File: config.mk
export PLATFORM = sky130hd
export DESIGN_NAME = mul_div_unit_flat
export DESIGN_NICKNAME = d
export VERILOG_FILES = /design/src/rtl/mdu_pkg.sv /design/src/rtl/mul_div_unit_if.sv /design/src/rtl/mul_div_unit.sv /design/src/flat_wrapper.sv
export SDC_FILE = /design/constraint.sdc
export NUM_CORES = 1
export LEC_CHECK = 0
export CORE_ASPECT_RATIO = 1.4
export CORE_MARGIN = 5
export CORE_UTILIZATION = 40
export DETAILED_ROUTE_END_ITERATION = 8
export GPL_ROUTABILITY_DRIVEN = 0
export GPL_TIMING_DRIVEN = 0
export PLACE_DENSITY = 0.63
export SETUP_SLACK_MARGIN = 0.3
export SLEW_MARGIN = 20
export SYNTH_ARGS = -nofsm -noshare
export SYNTH_HDL_FRONTEND = slang
export SYNTH_SLANG_ARGS = --single-unit
File: constraint.sdc
create_clock -name clk -period 3.6 [get_ports clk]
set_input_delay 0.54 -clock clk [delete_from_list [all_inputs] [get_ports clk]]
set_output_delay 0.54 -clock clk [all_outputs]
set_load 0.01 [all_outputs]
File: src/rtl/mdu_pkg.sv
// Shared types for the iterative multiply/divide unit.
// Operation encoding follows the EX-stage decode; states cover the IDLE->ITER->FIXUP->DONE flow.
// Helper functions classify ops so the top and bench agree on signedness and path.
package mdu_pkg;

  typedef enum logic [2:0] {
    MULT  = 3'd0,
    MULTU = 3'd1,
    DIV   = 3'd2,
    DIVU  = 3'd3,
    MTHI  = 3'd4,
    MTLO  = 3'd5
  } mdu_op_t;

  typedef enum logic [1:0] {
    IDLE  = 2'd0,
    ITER  = 2'd1,
    FIXUP = 2'd2,
    DONE  = 2'd3
  } mdu_state_t;

  // Two's-complement ops take magnitudes up front and re-apply signs in FIXUP.
  function automatic logic is_signed_op(mdu_op_t op);
    return (op == MULT) || (op == DIV);
  endfunction

  function automatic logic is_div_op(mdu_op_t op);
    return (op == DIV) || (op == DIVU);
  endfunction

  function automatic logic is_muldiv_op(mdu_op_t op);
    return (op == MULT) || (op == MULTU) || (op == DIV) || (op == DIVU);
  endfunction

endpackage

File: src/rtl/mul_div_unit_if.sv
// Request/result bundle between pipeline control (master) and the mul/div unit (slave).
// Request side: start/op/a/b plus flush; result side: busy/done/div_by_zero and HI/LO.
// No queueing: master holds start until busy is low.
interface mul_div_unit_if
  import mdu_pkg::*;
#(
  parameter int WIDTH = 32
);

  logic             start;
  mdu_op_t          op;
  logic [WIDTH-1:0] a;
  logic [WIDTH-1:0] b;
  logic             flush;
  logic             busy;
  logic             done;
  logic             div_by_zero;
  logic [WIDTH-1:0] hi;
  logic [WIDTH-1:0] lo;

  modport master (
    output start, op, a, b, flush,
    input  busy, done, div_by_zero, hi, lo
  );

  modport slave (
    input  start, op, a, b, flush,
    output busy, done, div_by_zero, hi, lo
  );

endinterface

File: src/rtl/mul_div_unit.sv
// Iterative MULT/MULTU/DIV/DIVU with architectural HI/LO, plus MTHI/MTLO writes.
// Latency: accept at cycle 0, done in cycle WIDTH+2 (MDU_FAST_MUL_EN: multiplies done in cycle 1).
// Backpressure: busy high while not IDLE; starts during busy are dropped, flush aborts to IDLE.
module mul_div_unit
  import mdu_pkg::*;
#(
  parameter int WIDTH = 32
) (
  input logic           clk,
  input logic           rst_n,
  mul_div_unit_if.slave mdu
);

  localparam int CW = $clog2(WIDTH) + 1;
  localparam int W2 = 2 * WIDTH;

  mdu_state_t       state;
  logic [CW-1:0]    cnt;
  // Shared shift register: mul = {partial product, multiplier}, div = {remainder, quotient}.
  logic [W2-1:0]    acc;
  // Multiplicand magnitude for mul, divisor magnitude for div.
  logic [WIDTH-1:0] dvsr;
  logic             is_div;
  logic             neg_q;
  logic             neg_r;
  logic             b_zero;
  logic [WIDTH-1:0] hi_q;
  logic [WIDTH-1:0] lo_q;
  logic             done_q;
  logic             dbz_q;

  logic             accept;
  logic             a_neg;
  logic             b_neg;
  logic [WIDTH-1:0] a_abs;
  logic [WIDTH-1:0] b_abs;

  logic [WIDTH:0]   add_sum;
  logic [WIDTH:0]   sub_diff;
  logic [W2-1:0]    iter_nxt;
  logic [W2-1:0]    prod_fix;
  logic [WIDTH-1:0] q_fix;
  logic [WIDTH-1:0] r_fix;
  logic [WIDTH-1:0] fix_hi;
  logic [WIDTH-1:0] fix_lo;

  // Request qualification and operand magnitudes for signed ops.
  always_comb begin
    accept = mdu.start && !mdu.flush && (state == IDLE);
    a_neg  = is_signed_op(mdu.op) && mdu.a[WIDTH-1];
    b_neg  = is_signed_op(mdu.op) && mdu.b[WIDTH-1];
    a_abs  = a_neg ? (~mdu.a + WIDTH'(1)) : mdu.a;
    b_abs  = b_neg ? (~mdu.b + WIDTH'(1)) : mdu.b;
  end

  // One iteration step: shift-add for mul, restoring shift-subtract for div.
  always_comb begin
    add_sum  = {1'b0, acc[W2-1:WIDTH]} + {1'b0, ({WIDTH{acc[0]}} & dvsr)};
    // Upper W+1 bits of the left-shifted remainder minus the divisor; MSB set means borrow.
    sub_diff = acc[W2-1:WIDTH-1] - {1'b0, dvsr};
    iter_nxt = '0;
    if (is_div) begin
      if (!sub_diff[WIDTH]) begin
        iter_nxt = {sub_diff[WIDTH-1:0], acc[WIDTH-2:0], 1'b1};
      end else begin
        iter_nxt = {acc[W2-2:0], 1'b0};
      end
    end else begin
      iter_nxt = {add_sum, acc[WIDTH-1:1]};
    end
  end

  // Sign fixup of the magnitude result; b==0 forces an all-ones quotient.
  always_comb begin
    prod_fix = neg_q ? (~acc + W2'(1)) : acc;
    q_fix    = neg_q ? (~acc[WIDTH-1:0] + WIDTH'(1)) : acc[WIDTH-1:0];
    r_fix    = neg_r ? (~acc[W2-1:WIDTH] + WIDTH'(1)) : acc[W2-1:WIDTH];
    if (is_div) begin
      // With a zero divisor every trial subtract succeeds, leaving |a| as remainder,
      // so the sign-restored remainder is a itself.
      fix_hi = r_fix;
      fix_lo = b_zero ? '1 : q_fix;
    end else begin
      fix_hi = prod_fix[W2-1:WIDTH];
      fix_lo = prod_fix[WIDTH-1:0];
    end
  end

`ifdef MDU_FAST_MUL_EN
  logic [W2-1:0] fast_a;
  logic [W2-1:0] fast_b;
  logic [W2-1:0] fast_prod;

  // Single-cycle product; the low 2*WIDTH bits of the extended product are exact for both signednesses.
  always_comb begin
    fast_a    = {{WIDTH{a_neg}}, mdu.a};
    fast_b    = {{WIDTH{b_neg}}, mdu.b};
    fast_prod = fast_a * fast_b;
  end
`endif

  // Control FSM with HI/LO, done and div_by_zero as registered outputs.
  always_ff @(posedge clk) begin
    if (!rst_n) begin
      state  <= IDLE;
      cnt    <= '0;
      acc    <= '0;
      dvsr   <= '0;
      is_div <= 1'b0;
      neg_q  <= 1'b0;
      neg_r  <= 1'b0;
      b_zero <= 1'b0;
      hi_q   <= '0;
      lo_q   <= '0;
      done_q <= 1'b0;
      dbz_q  <= 1'b0;
    end else begin
      done_q <= 1'b0;
      case (state)
        IDLE: begin
          if (accept) begin
            if (mdu.op == MTHI) begin
              hi_q  <= mdu.a;
              dbz_q <= 1'b0;
            end else if (mdu.op == MTLO) begin
              lo_q  <= mdu.a;
              dbz_q <= 1'b0;
            end else if (is_muldiv_op(mdu.op)) begin
              dbz_q <= 1'b0;
`ifdef MDU_FAST_MUL_EN
              if (!is_div_op(mdu.op)) begin
                {hi_q, lo_q} <= fast_prod;
                done_q       <= 1'b1;
                state        <= DONE;
              end else begin
                state <= ITER;
              end
`else
              state <= ITER;
`endif
              is_div <= is_div_op(mdu.op);
              neg_q  <= a_neg ^ b_neg;
              neg_r  <= a_neg;
              b_zero <= (mdu.b == '0);
              cnt    <= CW'(WIDTH);
              dvsr   <= is_div_op(mdu.op) ? b_abs : a_abs;
              acc    <= {{WIDTH{1'b0}}, (is_div_op(mdu.op) ? a_abs : b_abs)};
            end
          end
        end
        ITER: begin
          if (mdu.flush) begin
            state <= IDLE;
          end else begin
            acc <= iter_nxt;
            cnt <= cnt - CW'(1);
            if (cnt == CW'(1)) begin
              state <= FIXUP;
            end
          end
        end
        FIXUP: begin
          if (mdu.flush) begin
            state <= IDLE;
          end else begin
            hi_q   <= fix_hi;
            lo_q   <= fix_lo;
            done_q <= 1'b1;
            dbz_q  <= is_div && b_zero;
            state  <= DONE;
          end
        end
        DONE: begin
          state <= IDLE;
        end
        default: begin
          state <= IDLE;
        end
      endcase
    end
  end

  assign mdu.busy        = (state != IDLE);
  assign mdu.done        = done_q;
  assign mdu.div_by_zero = dbz_q;
  assign mdu.hi          = hi_q;
  assign mdu.lo          = lo_q;

endmodule

File: src/flat_wrapper.sv
// flat-port wrapper written by rule: the top's interface ports become plain ports
module mul_div_unit_flat import mdu_pkg::*;
#(
  parameter int WIDTH = 32
)
  (clk, rst_n, mdu_start, mdu_op, mdu_a, mdu_b, mdu_flush, mdu_busy, mdu_done, mdu_div_by_zero, mdu_hi, mdu_lo);
  mul_div_unit_if #(.WIDTH(WIDTH)) mdu_i ();
  input logic clk;
  input logic rst_n;
  input wire logic [$bits(mdu_i.start)-1:0] mdu_start;
  input wire logic [$bits(mdu_i.op)-1:0] mdu_op;
  input wire logic [$bits(mdu_i.a)-1:0] mdu_a;
  input wire logic [$bits(mdu_i.b)-1:0] mdu_b;
  input wire logic [$bits(mdu_i.flush)-1:0] mdu_flush;
  output wire logic [$bits(mdu_i.busy)-1:0] mdu_busy;
  output wire logic [$bits(mdu_i.done)-1:0] mdu_done;
  output wire logic [$bits(mdu_i.div_by_zero)-1:0] mdu_div_by_zero;
  output wire logic [$bits(mdu_i.hi)-1:0] mdu_hi;
  output wire logic [$bits(mdu_i.lo)-1:0] mdu_lo;
  assign mdu_i.start = mdu_start;
  assign mdu_i.op = mdu_op;
  assign mdu_i.a = mdu_a;
  assign mdu_i.b = mdu_b;
  assign mdu_i.flush = mdu_flush;
  assign mdu_busy = mdu_i.busy;
  assign mdu_done = mdu_i.done;
  assign mdu_div_by_zero = mdu_i.div_by_zero;
  assign mdu_hi = mdu_i.hi;
  assign mdu_lo = mdu_i.lo;
  mul_div_unit #(.WIDTH(WIDTH)) u_core (.clk(clk), .rst_n(rst_n), .mdu(mdu_i));
endmodule
* Word level (Yosys, flattened, before mapping)
Cells that the tools add are included.
** Word-level totals
- Register bits after elaboration :: 174
- Input bits :: 71
** Cells by class
- Bitwise operators :: 9
- Multiplexer cells :: 48
- Equality and inequality tests :: 19
- Add/sub/neg operators :: 8
- Reductions and logical operators :: 24
** Operators by type and width (count)
- 2-to-1 mux 32 bit :: 16
- 2-to-1 mux 64 bit :: 8
- adder 32 x 1 -> 32 bit (second input constant) :: 4
- NOT 32 bit :: 4
- case mux 32 bit (2 select lines) :: 2
- case mux 64 bit (2 select lines) :: 1
- adder 64 x 1 -> 64 bit (second input constant) :: 1
- NOT 64 bit :: 1
- adder 32 x 32 -> 33 bit :: 1
- subtractor 33 x 32 -> 33 bit :: 1
- AND 32 bit :: 1
- zero test 32 bit :: 1
- 2-to-1 mux 6 bit :: 5
- AND reduction 5 bit :: 3
- 2-to-1 mux 2 bit :: 7
- != test 2 bit (second input constant) :: 7
- case mux 6 bit (2 select lines) :: 1
- case mux 2 bit (4 select lines) :: 1
- AND reduction 4 bit :: 2
- == test 3 x 2 -> 1 bit (second input constant) :: 2
- == test 3 bit (second input constant) :: 2
- == test 6 x 1 -> 1 bit (second input constant) :: 1
- 2-to-1 mux 1 bit :: 6
- AND reduction 6 bit :: 1
- other kinds (17) :: 29

* Logic depth before layout (Yosys ltp)
Gate-level depths: netlist (run 1).
- Depth in word-level cells :: 10
- Mapped depth :: 15
- Depth with buffers taken out :: 13

* Least setup slack after synthesis (run 1)
OpenSTA, ideal clock, no wires.
- Kind :: reg2reg
- Start point :: reg u_core.acc[31]
- End point :: reg u_core.acc[59]
- Arrival time :: 3.096 ns
- Slack :: 0.387 ns
- Path buffers :: 3
- Data required time :: 3.483 ns
- Cell stages (with the launch flop) :: 16
- Period minus slack after synthesis :: 3.213 ns
- Cell sequence :: dfxtp_1 > inv_1 > ha_1 > fa_1 > nand2b_1 > a21oi_1 > o211ai_1 > nand3_1 > a32o_1 > or3_1 > clkbuf_1 > and2_1 > clkbuf_1 > buf_2 > o211ai_1 > a32o_1
** Between the ends
- Longest elaborated chain between the ends :: 5
** RTL lines
- start: declaration :: line mul_div_unit.sv:20 : logic [W2-1:0] acc;
- start signal: assignment :: line mul_div_unit.sv:147 : acc <= {{WIDTH{1'b0}}, (is_div_op(mdu.op) ? a_abs : b_abs)};
- start signal: assignment :: line mul_div_unit.sv:155 : acc <= iter_nxt;
- subtractor 33 x 32 -> 33 bit :: line mul_div_unit.sv:60 : sub_diff = acc[W2-1:WIDTH-1] - {1'b0, dvsr};
- 2-to-1 mux 64 bit :: line mul_div_unit.sv:63 : if (!sub_diff[WIDTH]) begin
- 2-to-1 mux 64 bit :: line mul_div_unit.sv:62 : if (is_div) begin
- 2-to-1 mux 64 bit :: line mul_div_unit.sv:152 : if (mdu.flush) begin
- case mux 64 bit (2 select lines) :: line mul_div_unit.sv:119 : case (state)
No other way between the ends. The select of a mux whose other input is x is not followed.
A chain may end at the register's enable or synchronous reset.

* Worst setup path in the final report (run 1)
- Start point :: reg u_core.acc[32]
- End point :: reg u_core.acc[35]
** Between the ends
- Longest elaborated chain between the ends :: 5
- Elaborated cells on any way between the ends :: 6
- Those cells by class :: 2 x add/sub; 4 x mux
** RTL lines (line)
- subtractor 33 x 32 -> 33 bit :: mul_div_unit.sv:60
- 2-to-1 mux 64 bit :: mul_div_unit.sv:63
- 2-to-1 mux 64 bit * :: mul_div_unit.sv:62
- 2-to-1 mux 64 bit * :: mul_div_unit.sv:152
- case mux 64 bit (2 select lines) * :: mul_div_unit.sv:119
Every way passes the cells marked *; elsewhere a longest branch is shown, timed or not. The select of a mux whose other input is x is not followed.

==> flow_metrics.py, run 1 <==
metrics = {
    "floorplanning": {
        "design.core.area_um2": 35800,
        "floorplan.die_area_um2": 40200,
        "floorplan.initialDensity": 0.404,
        "core.rowCount": 82,
        "io_pins": 138,
        "die_w_um": 171,
        "die_height_um": 235,
    },
    "global_route": {
        "grt_max_degree": 19,
        "track_usage": 0.308,
        "first_global_vias": 16000,
        "grt_pass1_wl_mm": 95.2,
        "globalRouteMet1Util": 0.346,
        "grt-ovfl-total": 0,
        "grt_antenna_before_repair": 0,
        "grt_use_met3": 0.0576,
        "use_met2": 0.517,
        "grt.busiest_layer": "met2",
    },
    "clock_tree": {
        "clock-root-buffer": "sky130_fd_sc_hd__clkbuf_16",
        "cts_inserted_buffers": 17,
        "clock_latency_on_the_worst_skew_pair_ns": 0.48,
        "cts_tree": "yes",
        "clk_path_buf_depth": 2,
        "clkSlewWorstSetupHoldPaths_ns": 0.08,
        "clock_sinks": 174,
        "cts_htree_levels": 4,
    },
    "finish": {
        "insertedDiodeCount": 0,
        "most-common-layout-cells": "sky130_fd_sc_hd__nor2_1, sky130_fd_sc_hd__nand2_1, sky130_fd_sc_hd__o21ai_0",
        "post_route_cells_drive_above_1_share": 0.0907,
        "number_of_nets_in_the_layout": 2301,
        "most_common_cell_after_layout_fill_and_taps_aside": "sky130_fd_sc_hd__nor2_1",
        "final_cells": 2633,
        "flow.area_growth_from_synthesis_pct": 22.4,
    },
    "power_and_ir_drop": {
        "total_switching_power_mw": 2.02,
        "total_power_mw": 5.66,
        "power_frac_comb": 0.274,
        "power_frac_clock": 0.363,
        "power_frac_seq": 0.363,
        "powerDensity_nw_per_um2": 319,
        "peakVddDrop_uv": 408,
        "cell_internal_pwr_mw": 3.64,
        "power_switching_share": 0.357,
        "p_leak_nw": 6.71,
    },
    "sta": {
        "post-route-worst-setup-slack_ns": 0.263,
        "tns_ns": 0,
        "report.final.hold_viol_count": 0,
        "holdWs_ns": 0.469,
        "final.min_clock_period_ns": 3.34,
        "setup_violators_final": 0,
        "max_slew_margin": 0.278,
        "fmax_ghz": 0.300,
        "grt_setup_unrepaired": "true",
        "pins_over_slew_limit": 0,
        "finClkSkew_ns": 0.0141,
        "fin_crit_sh": 0.927,
        "worst_pin_slew_ns": 1.08,
    },
    "place": {
        "numPortBuffers": 136,
        "place.detailed.instances": 2589,
        "pre_cts_ws_ns": -0.721,
        "dp_hpwl_mm": 51.2,
    },
    "synth": {
        "synthTopCellsByArea": "sky130_fd_sc_hd__dfxtp_1, sky130_fd_sc_hd__o21ai_0, sky130_fd_sc_hd__a21oi_1",
        "synthesis.area_um2": 14500,
        "yosys_most_used_dff": "sky130_fd_sc_hd__dfxtp_1",
        "postSynthRegisterBits": 174,
        "synth_sequential_area_ratio": 0.241,
        "yosys_warnings": 0,
        "synth.lib_cells_used.distinct": 81,
        "synth_top_cell_area_share": 0.241,
        "yosysTopAreaCell": "sky130_fd_sc_hd__dfxtp_1",
        "synth-edff-count": 0,
        "async_reset_ff_frac": 0,
        "synthesis.instances": 1991,
        "postSynthAreaPerCell_um2": 7.27,
        "syn_nets": 2134,
    },
    "worst_setup_path": {
        "worstSetupEndpointType": "flip-flop",
        "setup.worst_path.class": "reg -> reg",
        "arrival_ns": 3.74,
        "critPathLaunchType": "flip-flop",
        "timing.critical_path.fanout_max": 10,
        "worstPathRequired_ns": 4.00,
    },
    "detailed_routing": {
        "via_count": 16600,
        "drc": 0,
        "routed_wirelength_mm": 64.7,
        "detailedRoute.firstIterationViolations": 1637,
        "drt.antenna.violating_nets": 0,
        "wl_per_cell_um": 24.6,
        "via_density_per_instance": 6.31,
        "drt_first_pass_iters": 6,
    },
    "min_path": {
        "timing.hold.worst.class": "reg -> reg",
    },
    "job": {
        "max_cap_viol_count": 0,
    },
    "status": {
        "outcome": "finished, final reports clean",
    },
}
-- cells by family (layout without fill, tap and decap cells) --
family / Yosys count / after routing / synth area share
compound gates: 667 / 667 / 0.289
xor+xnor: 159 / 159 / 0.0962
fa+ha+maj: 72 / 72 / 0.0632
buf+inv: 193 / 373 / 0.0505
flops: 174 / 174 / 0.241
mux: 66 / 66 / 0.0462
simple gates: 660 / 660 / 0.214
-- stage by stage --
stage               utilization  instance area [µm²]
floorplan                     -                14500
global placement          0.459                16400
detailed placement        0.459                16400
CTS                       0.487                17400
global route              0.495                17700
finish                    0.495                17700
-- per-layer routing --
layer  routed length (µm)  vias to the layer above
met5                    0                        -
met4                 5760                        0
met3                 4870                      259
met2                30900                      888
met1                23100                     7878
li1                     -                     7595
-- power by group through the flow --
stage | Clock, mW | Combinational, mW | Sequential [mW]
after floorplan | 0 | 0.859 | 2.08
after global placement | 0 | 1.39 | 2.10
after detailed placement | 0 | 1.40 | 2.10
after CTS | 2.05 | 1.47 | 2.05
after global routing | 2.11 | 1.63 | 2.06
final | 2.06 | 1.55 | 2.06
-- worst max-delay path, cell delays in order, from the launching register on --
cell                       delay [ns]
sky130_fd_sc_hd__dfxtp_2         0.40
sky130_fd_sc_hd__inv_1           0.18
sky130_fd_sc_hd__fa_2            0.24
sky130_fd_sc_hd__nand2b_4        0.14
sky130_fd_sc_hd__a21oi_4         0.07
sky130_fd_sc_hd__o211ai_1        0.32
sky130_fd_sc_hd__nand3_2         0.20
sky130_fd_sc_hd__a32o_2          0.32
sky130_fd_sc_hd__or3_1           0.32
sky130_fd_sc_hd__clkbuf_8        0.17
sky130_fd_sc_hd__and2_1          0.15
sky130_fd_sc_hd__clkbuf_4        0.18
sky130_fd_sc_hd__buf_12          0.16
sky130_fd_sc_hd__o211a_1         0.23
sky130_fd_sc_hd__o21ai_2         0.17
-- what timing repair did --
action | CTS | global route
gates cloned | 0 | 0
setup buffers | 5 | 7
hold buffers | 0 | 0
gates resized for setup | 92 | 87
pin swaps | 10 | 12
endpoints found under the setup margin | 90 | 60
-- cell usage after synthesis (all sizes together) (19+ instances only) --
library cell,number
a211oi,22
a21o,22
a21oi,181
a22oi,22
a31oi,37
clkbuf,109
dfxtp,174
ha,70
inv,69
mux2i,59
nand2,188
nand2b,21
nand3,42
nor2,231
nor3,44
o211ai,31
o21ai,187
o31ai,19
or3,24
xnor2,93
xor2,66
-- final cells by class --
cell class / count / area [µm²]
multi-input combinational: 1624 / 10700
sequential: 174 / 3530
inverter: 69 / 262
buffer: 124 / 541
timing repair buffer: 148 / 1450
clock buffer: 17 / 425
fill: 3547 / 18100
clock inverter: 15 / 198
tap: 462 / 578
-- state kept, by name, indices dropped and copies added (netlist names) --
signal	flops
u_core.b_zero	1
u_core.dvsr	32
u_core.mdu.lo	32
u_core.neg_q	1
u_core.acc	64
u_core.mdu.div_by_zero	1
u_core.state	2
u_core.neg_r	1
u_core.cnt	6
u_core.is_div	1
u_core.mdu.done	1
u_core.mdu.hi	32
-- final timing paths --
path              startpoint         endpoint  slack [ns]  cells after the start
max reg2reg   u_core.acc[32]   u_core.acc[35]        0.26                     14
max           u_core.acc[32]   u_core.acc[35]        0.26                     14
min reg2reg  u_core.dvsr[26]  u_core.dvsr[26]        0.47                      2
min          u_core.dvsr[26]  u_core.dvsr[26]        0.47                      2
No activity file was read; power rests on OpenSTA's default activity.
==> inputs of run 2 (changes only) <==
Settings changed: HOLD_SLACK_MARGIN from default to 0.12, SKIP_LAST_GASP from default to 1, SLEW_MARGIN 20 to default.
==> results of run 2 <==
Same layout as run 1: the final DEF is identical, and so are final timing and power.
==> inputs of run 3 (changes only) <==
Settings changed: ABC_CLOCK_PERIOD_IN_PS from default to 3600.
==> results of run 3 <==
Same layout as run 1: the final DEF is identical, and so are final timing and power.
